$ cat src/rtl/ibex_poly_pkg.sv
// Shared definitions for the GF(2) polynomial datapath (divider and carry-less multiplier).
package ibex_poly_pkg;

  localparam int POLY_DW_A  = 32;
  localparam int POLY_DW_B  = 16;
  localparam int POLY_CNT_W = $clog2(POLY_DW_A);

  typedef enum logic [1:0] {
    IDLE = 2'd0,
    CALC = 2'd1,
    DONE = 2'd2
  } poly_div_state_e;

endpackage

$ cat src/rtl/ibex_poly_lod16.sv
// Leading-one detect for a 16-bit polynomial: deg is the index of the highest set bit.
module ibex_poly_lod16 (
  input  logic [15:0] vec,
  output logic [3:0]  deg,
  output logic        zero
);

  // Later (higher) hits overwrite earlier ones, so the highest set bit wins.
  always_comb begin
    deg = '0;
    for (int i = 0; i < 16; i++) begin
      if (vec[i]) deg = 4'(i);
    end
  end

  assign zero = ~|vec;

endmodule

$ cat src/rtl/ibex_poly_div.sv
// Bit-serial GF(2) polynomial divider: dividend = q*divisor ^ r, deg(r) < deg(divisor).
// Optional macro IBEX_POLY_DIV_EARLY_EXIT_EN preloads deg(divisor) bits and shortens CALC to 32-d cycles.
module ibex_poly_div
  import ibex_poly_pkg::*;
#(
  parameter int DW_A = POLY_DW_A,
  parameter int DW_B = POLY_DW_B
) (
  input  logic            clk_i,
  input  logic            rst_ni,
  input  logic            valid_i,
  output logic            ready_o,
  input  logic [DW_A-1:0] dividend_i,
  input  logic [DW_B-1:0] divisor_i,
  output logic            valid_o,
  input  logic            ready_i,
  output logic [DW_A-1:0] quotient_o,
  output logic [DW_B-1:0] remainder_o,
  output logic            div_zero_o
);

  poly_div_state_e state_reg, state_next;

  logic [DW_A-1:0]       dsh_reg;
  logic [DW_B-1:0]       div_reg;
  logic [3:0]            d_reg;
  logic [DW_B-1:0]       r_reg;
  logic [DW_A-1:0]       q_reg;
  logic [POLY_CNT_W-1:0] cnt_reg;
  logic [DW_A-1:0]       quot_reg;
  logic [DW_B-1:0]       rem_reg;
  logic                  dz_reg;

  logic [3:0]            lod_d;
  logic                  lod_zero;

  logic [DW_B-1:0]       r_init;
  logic [DW_A-1:0]       dsh_init;
  logic [POLY_CNT_W-1:0] cnt_init;

  logic [DW_B-1:0]       t_shift;
  logic                  q_bit;
  logic [DW_B-1:0]       r_step;
  logic [DW_A-1:0]       q_step;

  ibex_poly_lod16 u_lod (
    .vec  (divisor_i),
    .deg  (lod_d),
    .zero (lod_zero)
  );

  // The top d dividend bits can never produce a quotient bit, so they may seed the remainder.
  always_comb begin
`ifdef IBEX_POLY_DIV_EARLY_EXIT_EN
    r_init   = DW_B'(dividend_i >> (DW_A - int'(lod_d)));
    dsh_init = dividend_i << lod_d;
    cnt_init = POLY_CNT_W'(DW_A - 1 - int'(lod_d));
`else
    r_init   = '0;
    dsh_init = dividend_i;
    cnt_init = POLY_CNT_W'(DW_A - 1);
`endif
  end

  // deg(r) < d holds before the shift, so r_reg's MSB is always zero and t_shift fits.
  always_comb begin
    t_shift = {r_reg[DW_B-2:0], dsh_reg[DW_A-1]};
    q_bit   = t_shift[d_reg];
    r_step  = q_bit ? (t_shift ^ div_reg) : t_shift;
    q_step  = {q_reg[DW_A-2:0], q_bit};
  end

  always_ff @(posedge clk_i or negedge rst_ni) begin
    if (!rst_ni) state_reg <= IDLE;
    else         state_reg <= state_next;
  end

  always_comb begin
    state_next = state_reg;
    ready_o    = 1'b0;
    valid_o    = 1'b0;
    case (state_reg)
      IDLE: begin
        ready_o = 1'b1;
        if (valid_i) state_next = lod_zero ? DONE : CALC;
      end
      CALC: begin
        if (cnt_reg == '0) state_next = DONE;
      end
      DONE: begin
        valid_o = 1'b1;
        if (ready_i) state_next = IDLE;
      end
      default: state_next = IDLE;
    endcase
  end

  always_ff @(posedge clk_i or negedge rst_ni) begin
    if (!rst_ni) begin
      dsh_reg  <= '0;
      div_reg  <= '0;
      d_reg    <= '0;
      r_reg    <= '0;
      q_reg    <= '0;
      cnt_reg  <= '0;
      quot_reg <= '0;
      rem_reg  <= '0;
      dz_reg   <= 1'b0;
    end else begin
      case (state_reg)
        IDLE: begin
          if (valid_i) begin
            div_reg <= divisor_i;
            d_reg   <= lod_d;
            q_reg   <= '0;
            r_reg   <= r_init;
            dsh_reg <= dsh_init;
            cnt_reg <= cnt_init;
            if (lod_zero) begin
              quot_reg <= '0;
              rem_reg  <= dividend_i[DW_B-1:0];
              dz_reg   <= 1'b1;
            end
          end
        end
        CALC: begin
          dsh_reg <= dsh_reg << 1;
          r_reg   <= r_step;
          q_reg   <= q_step;
          cnt_reg <= cnt_reg - 1'b1;
          if (cnt_reg == '0) begin
            quot_reg <= q_step;
            rem_reg  <= r_step;
            dz_reg   <= 1'b0;
          end
        end
        DONE: begin
          if (ready_i) begin
            quot_reg <= '0;
            rem_reg  <= '0;
            dz_reg   <= 1'b0;
          end
        end
        default: ;
      endcase
    end
  end

  assign quotient_o  = quot_reg;
  assign remainder_o = rem_reg;
  assign div_zero_o  = dz_reg;

endmodule

$ cat config.mk
export PLATFORM = sky130hd
export DESIGN_NAME = ibex_poly_div
export DESIGN_NICKNAME = d
export VERILOG_FILES = /design/src/rtl/ibex_poly_pkg.sv /design/src/rtl/ibex_poly_lod16.sv /design/src/rtl/ibex_poly_div.sv
export SDC_FILE = /design/constraint.sdc
export NUM_CORES = 1
export LEC_CHECK = 0
export ABC_AREA = 1
export CAP_MARGIN = 10
export CORE_UTILIZATION = 55
export CTS_BUF_LIST = sky130_fd_sc_hd__clkbuf_2
export DETAILED_ROUTE_END_ITERATION = 16
export PLACE_DENSITY = 0.91
export SETUP_SLACK_MARGIN = 0.15
export SYNTH_ARGS = -nofsm -noshare
export SYNTH_HDL_FRONTEND = slang
export SYNTH_HIERARCHICAL = 1
export SYNTH_SLANG_ARGS = --single-unit
$ cat constraint.sdc
create_clock -name clk_i -period 2.1 [get_ports clk_i]
set_input_delay 0.42 -clock clk_i [delete_from_list [all_inputs] [get_ports clk_i]]
set_output_delay 0.42 -clock clk_i [all_outputs]
set_load 0.03 [all_outputs]
==> summary.txt, run 1 <==
Status
  • Status: finished, final reports clean

Worst setup path
  • Worst r2r src: cnt_reg[1]
  • Worst r2r dst: remainder_o[10]
  • Slowest library cell on the worst path: dfrtp_1
  • Largest delay share family, worst path: flip-flops
  • Crit-path max cell delay: 450 ps
  • CP Capture Type: primary output
  • CP Data Required Time: 1680 ps
  • WS Path Type: flop to primary output
  • Worst setup SP type: flop
  • Reg-to-reg slack, setup: 230 ps
  • Max FO, Critical Path: 2
  • Worst path buffer plus inverter count: 2
  • Worst path cell trace: inv_2 -> ha_2 -> buf_6
  • Crit path DAT: 1570 ps
  • Worst reg2reg path depth: 13

Final layout
  • Antenna diodes: 0
  • Area of the multi-input gates: 2870 um^2
  • Filler Cell Count: 946
  • Proportion of layout cells with a drive suffix above 1: 16.5%
  • Register area: 3850 um^2
  • Synth-to-Final Area Change: 24.5%
  • Post-layout nets: 1047

Pwr
  • P_sw: 5720 uW
  • Cell-internal power: 6370 uW
  • Logic pwr share: 51.6%
  • Register share of total power: 36.6%
  • Static Leak: 0.00429 uW
  • Tot Pwr: 12100 uW
  • Pwr dens: 1370 nW/um^2
  • Clock power share: 11.8%
  • Net Sw Frac: 47.3%
  • Maximum vdd drop: 0.000741 V

Drt
  • DR WL/cell: 13.9 um
  • Drt first-iter violations: 607
  • DRT antenna net count: 0
  • Vias per std cell: 5.29
  • Via count: 6224
  • DRC viols: 0
  • Routed Wire Length: 16300 um
  • Pre-antenna DRT Iters: 5

STA
  • RSZ-0062 raised after global routing: true
  • Final Hold Fails: 0
  • Fmax: 502 MHz
  • Slew @ Worst Pin: 601 ps
  • Worst hold slack: 192 ps
  • Period utilization: 94.9%
  • Setup-failing EPs final: 0
  • Slew margin rel.: 59.9%
  • Fin crit period: 1990 ps
  • Worst Skew: 23.2 ps
  • Slew Limit Fails: 0

Floorplanning
  • Initial Util: 56.2%
  • Die footprint: 13400 um^2
  • Die Wd: 116 um
  • Die Ht: 116 um
  • Row cnt: 41
  • I/O pin count: 103
  • Core area: 12600 um^2

Synthesis
  • Post-synthesis cell count: 863
  • Sequential fraction of the synthesis area: 54.3%
  • Synth cell types: 34
  • EDFF count, synth: 0
  • Synth Area per Inst: 8.22 um^2
  • Post-Synthesis Cell Area: 7100 um^2
  • Area leader, netlist: dfrtp_1
  • Top_reg_cell synth: dfrtp_1
  • Register bit total from synthesis: 154
  • Share of the synthesized area in the top cell type: 54.3%
  • Syn nets: 919
  • Post-synth ARST share: 100%
  • Synth top area cells: dfrtp_1 54%, nand2_1 18%, o21ai_0 4.9%
  • Ys Warns: 6

Clock tree
  • TritonCTS clock tree: built
  • Later-pin clock latency in the skew report: 690 ps
  • CTS buffer count: 17
  • CTS HTree Levels: 4
  • Worst-path clk slew: 230 ps
  • CTS Sinks: 154
  • Max Root-Sink Buffers: 2
  • CTS root buf: clkbuf_2

Hold path
  • Worst hold path class: input port to asynchronous set/reset pin

Placement
  • Dpl hpwl: 11000 um
  • IO Port Bufs: 102
  • RePlAce Congestion: 0.876

GRT
  • Number of global-route vias before repair: 5708
  • GRT Util Overall: 25.4%
  • Global-route wire length before repair: 26500 um
  • GRT Residual Overflow: 0
  • Largest net degree at the start of global routing: 65
  • Initial antenna violation count: 0

Run
  • Maxcap violations: 0
-- logic make-up after synthesis --
kind of cell	synth area share, %
DFF	54.3
adders and majority gates	0.705
and+or+nand+nor	26.6
xor gates and xnor gates	1.85
AOI/OAI and AO/OA	10.4
buffers and inverters	6.08
-- power groups by stage --
stage | sequential, uW | clock, uW | combinational, uW
floorplan | 4550 | 0 | 4150
global placement | 4430 | 0 | 5780
detailed placement | 4460 | 0 | 5950
CTS | 4400 | 1460 | 6040
global route | 4530 | 1570 | 6900
finish | 4430 | 1420 | 6240
-- repair_timing --
item	CTS	global route
endpoints found under the setup margin	85	85
hold buffers	1	0
hold endpoints to repair	50	0
resized for setup	145	30
buffers inserted	1	10
pin swaps	0	2
-- cells in the final DEF, fill, tap and decap left out, types with 10 or more instances in the layout --
cell type / instances
nand2_1: 346
xor2_1: 15
nand3_1: 66
clkdlybuf4s15_2: 32
a21boi_1: 10
inv_2: 10
inv_1: 35
o21ai_0: 68
dfrtp_1: 153
clkdlybuf4s50_1: 50
a31oi_1: 32
nor2_1: 40
buf_4: 47
clkbuf_2: 29
-- metrics by stage --
step	cell area (um^2)	std cells	setup slack, ps	TNS (ps)	util (%)
floorplan	7100	863	159	0	-
CTS	8790	1166	33.7	0	69.7
global route	8840	1176	31.6	0	70.0
finish	8840	1176	107	0	70.0
detailed placement	8520	1132	-540	-22970	67.5
global placement	8520	1132	-425	-20290	67.5
-- area by class of cell --
cell class / count / share of cell area (%)
clock inverters: 15 / 1.33
repair buffers: 158 / 17.1
well taps: 172 / 2.44
multi-input cells: 614 / 32.5
inverters: 46 / 2.00
clock buffers: 17 / 0.963
flip-flops and latches: 154 / 43.6
-- layer usage --
metal | up-vias | routed length [um] | track usage [%]
li1 | 3031 | - | -
met1 | 2918 | 7280 | 34.5
met2 | 231 | 7590 | 40.2
met3 | 44 | 960 | 4.55
met4 | 0 | 460 | 11.4
met5 | - | 0 | 0
-- worst max path at each step --
stage,start,endpoint,slack (ps),cells past startpoint
after floorplan,divisor_i[12],remainder_o[10],160,11
after detailed placement,divisor_i[8],quotient_o[8],-540,11
final,state_reg[0],valid_o,110,3
after global routing,state_reg[1],ready_o,30,3
after CTS,state_reg[1],ready_o,30,3
after global placement,divisor_i[8],quotient_o[23],-430,12
-- synth_stat cells (2+ instances only) --
cell,count
nand2_1,346
dfrtp_1,154
o21ai_0,69
nand3_1,66
nor2_1,40
inv_1,39
a31oi_1,32
clkbuf_1,25
xor2_1,15
a21boi_1,14
buf_2,12
inv_2,7
buf_4,6
a21oi_1,5
buf_6,5
ha_1,4
o21ai_1,3
a21boi_0,2
nand2_2,2
nor3_1,2
nor4_1,2
Note: power is estimated with default switching activity, not from simulation.
==> run 2, diff against run 1 <==
- CAP_MARGIN: 10 -> default
- CTS_CLUSTER_DIAMETER: default -> 30
==> results of run 2 <==
Same layout as run 1: the final DEF is identical, and so are final timing and power.
==> run 3, diff against run 2 <==
- SKIP_LAST_GASP: default -> 1
==> summary.txt, run 3 (same netlist as run 1, synthesis figures left out) <==
Hold path
  • Worst hold path class: input port to asynchronous set/reset pin

GRT
  • Largest net degree at the start of global routing: 65
  • Initial antenna violation count: 0
  • Global-route wire length before repair: 26300 um
  • Number of global-route vias before repair: 5615
  • GRT Util Overall: 25.2%
  • GRT Residual Overflow: 0

Floorplanning
  • Initial Util: 56.2%
  • Die footprint: 13400 um^2
  • Row cnt: 41
  • Core area: 12600 um^2
  • I/O pin count: 103
  • Die Ht: 116 um
  • Die Wd: 116 um

Pwr
  • Logic pwr share: 51.8%
  • Cell-internal power: 6430 uW
  • Net Sw Frac: 47.2%
  • Clock power share: 11.8%
  • Pwr dens: 1370 nW/um^2
  • Maximum vdd drop: 0.000756 V
  • Static Leak: 0.00430 uW
  • Register share of total power: 36.4%
  • P_sw: 5750 uW

Clock tree
  • Max Root-Sink Buffers: 2
  • Worst-path clk slew: 230 ps
  • CTS HTree Levels: 4
  • CTS root buf: clkbuf_2
  • CTS Sinks: 154
  • Later-pin clock latency in the skew report: 710 ps
  • CTS buffer count: 17
  • TritonCTS clock tree: built

Final layout
  • Commonest non-fill, non-tap cell in the layout: nand2_1
  • Post-layout nets: 1047
  • Filler Cell Count: 945
  • Proportion of layout cells with a drive suffix above 1: 16.8%
  • Highest-count cells in the layout ignoring fill and taps: 346 x nand2_1, 153 x dfrtp_1, 67 x o21ai_0, 66 x nand3_1, 50 x clkdlybuf4s50_1
  • Area of the multi-input gates: 2890 um^2
  • Synth-to-Final Area Change: 24.9%
  • Register area: 3850 um^2
  • Design Area, Final: 8860 um^2

Worst setup path
  • Worst path buffer plus inverter count: 2
  • Worst path cell trace: inv_2 -> ha_2 -> buf_6
  • CP Capture Type: primary output
  • Crit-path max cell delay: 450 ps
  • CP Data Required Time: 1680 ps
  • Worst setup SP type: flop
  • Largest delay share family, worst path: flip-flops
  • Slowest library cell on the worst path: dfrtp_1
  • Max FO, Critical Path: 2
  • Reg-to-reg slack, setup: 240 ps
  • Crit path DAT: 1590 ps
  • WS Path Type: flop to primary output

Drt
  • Drt first-iter violations: 617
  • Routed Wire Length: 16400 um
  • Vias per std cell: 5.30
  • DRT antenna net count: 0
  • Pre-antenna DRT Iters: 5
  • Via count: 6236
  • DRC viols: 0
  • DR WL/cell: 13.9 um

STA
  • Fin crit period: 2010 ps
  • Fmax: 498 MHz
  • Period utilization: 95.6%
  • Setup-failing EPs final: 0
  • Worst setup margin: 91.9 ps
  • Slew Limit Fails: 0
  • RSZ-0062 raised after global routing: true
  • Slew @ Worst Pin: 593 ps
  • Worst Skew: 30.4 ps
  • Slew margin rel.: 60.5%
  • Worst hold slack: 174 ps
  • Final Hold Fails: 0

Status
  • Status: finished, final reports clean

Run
  • Maxcap violations: 0

Placement
  • IO Port Bufs: 102
  • DP Area: 8520 um^2
  • Pre-CTS setup slack: -540 ps
  • Dpl hpwl: 11000 um
  • RePlAce Congestion: 0.876
==> run 3: cell count changes in the layout (fill, tap and decap cells not counted), sizes merged <==
cell and delta:
diode +1
==> run 3: area by class of cell <==
cell class	instances	area share [%]
sequential	154	43.5
multi-input combinational	614	32.6
timing repair buffer	158	17.2
tap	172	2.43
inverter	46	1.99
clock inverter	15	1.33
clock buffer	17	0.960
antenna	1	0.0282
==> run 3: timing repair <==
action                     CTS  global route
pin swaps                    0             2
hold buffers                 1             0
hold endpoints to repair    50             0
setup buffers                1            10
setup endpoints to repair   85           108
gates resized for setup    142            41
==> run 3: stage by stage <==
stage	total power, uW	setup TNS (ps)	cells	utilization (%)
floorplan	8710	0	863	-
global placement	10200	-20290	1132	67.5
detailed placement	10400	-22970	1132	67.5
CTS	11800	-110	1166	69.6
global route	13100	0	1176	70.2
finish	12200	0	1177	70.2
==> run 3: path summary, 6_finish.rpt <==
| path | from | to | depth (start not counted) |
|---|---|---|---|
| worst max-delay path | state_reg[0] | valid_o | 3 |
| worst max register to register | state_reg[0] | remainder_o[0] | 11 |
| worst min-delay path | rst_ni | dsh_reg[17] | 2 |
| worst min register to register | quotient_o[5] | quotient_o[5] | 2 |
| min in group clk_i | dividend_i[26] | dsh_reg[26] | 3 |
| max in group asynchronous | rst_ni | quotient_o[5] | 3 |
==> run 3: power by group through the flow <==
| stage | combinational (uW) | sequential [uW] | clock, uW |
|---|---|---|---|
| 2_1_floorplan | 4150 | 4550 | 0 |
| 3_3_place_gp | 5780 | 4430 | 0 |
| 3_5_place_dp | 5950 | 4460 | 0 |
| 4_1_cts | 5990 | 4400 | 1460 |
| 5_1_grt | 6970 | 4530 | 1580 |
| 6_report | 6310 | 4430 | 1430 |
==> run 3: metal layers <==
layer | up-vias | track usage, % | part of all wire, %
met5 | - | 0 | 0
met4 | 0 | 10.8 | 2.8
met3 | 41 | 3.87 | 6.4
met2 | 262 | 39.6 | 47
met1 | 2897 | 35.0 | 44
li1 | 3036 | - | -
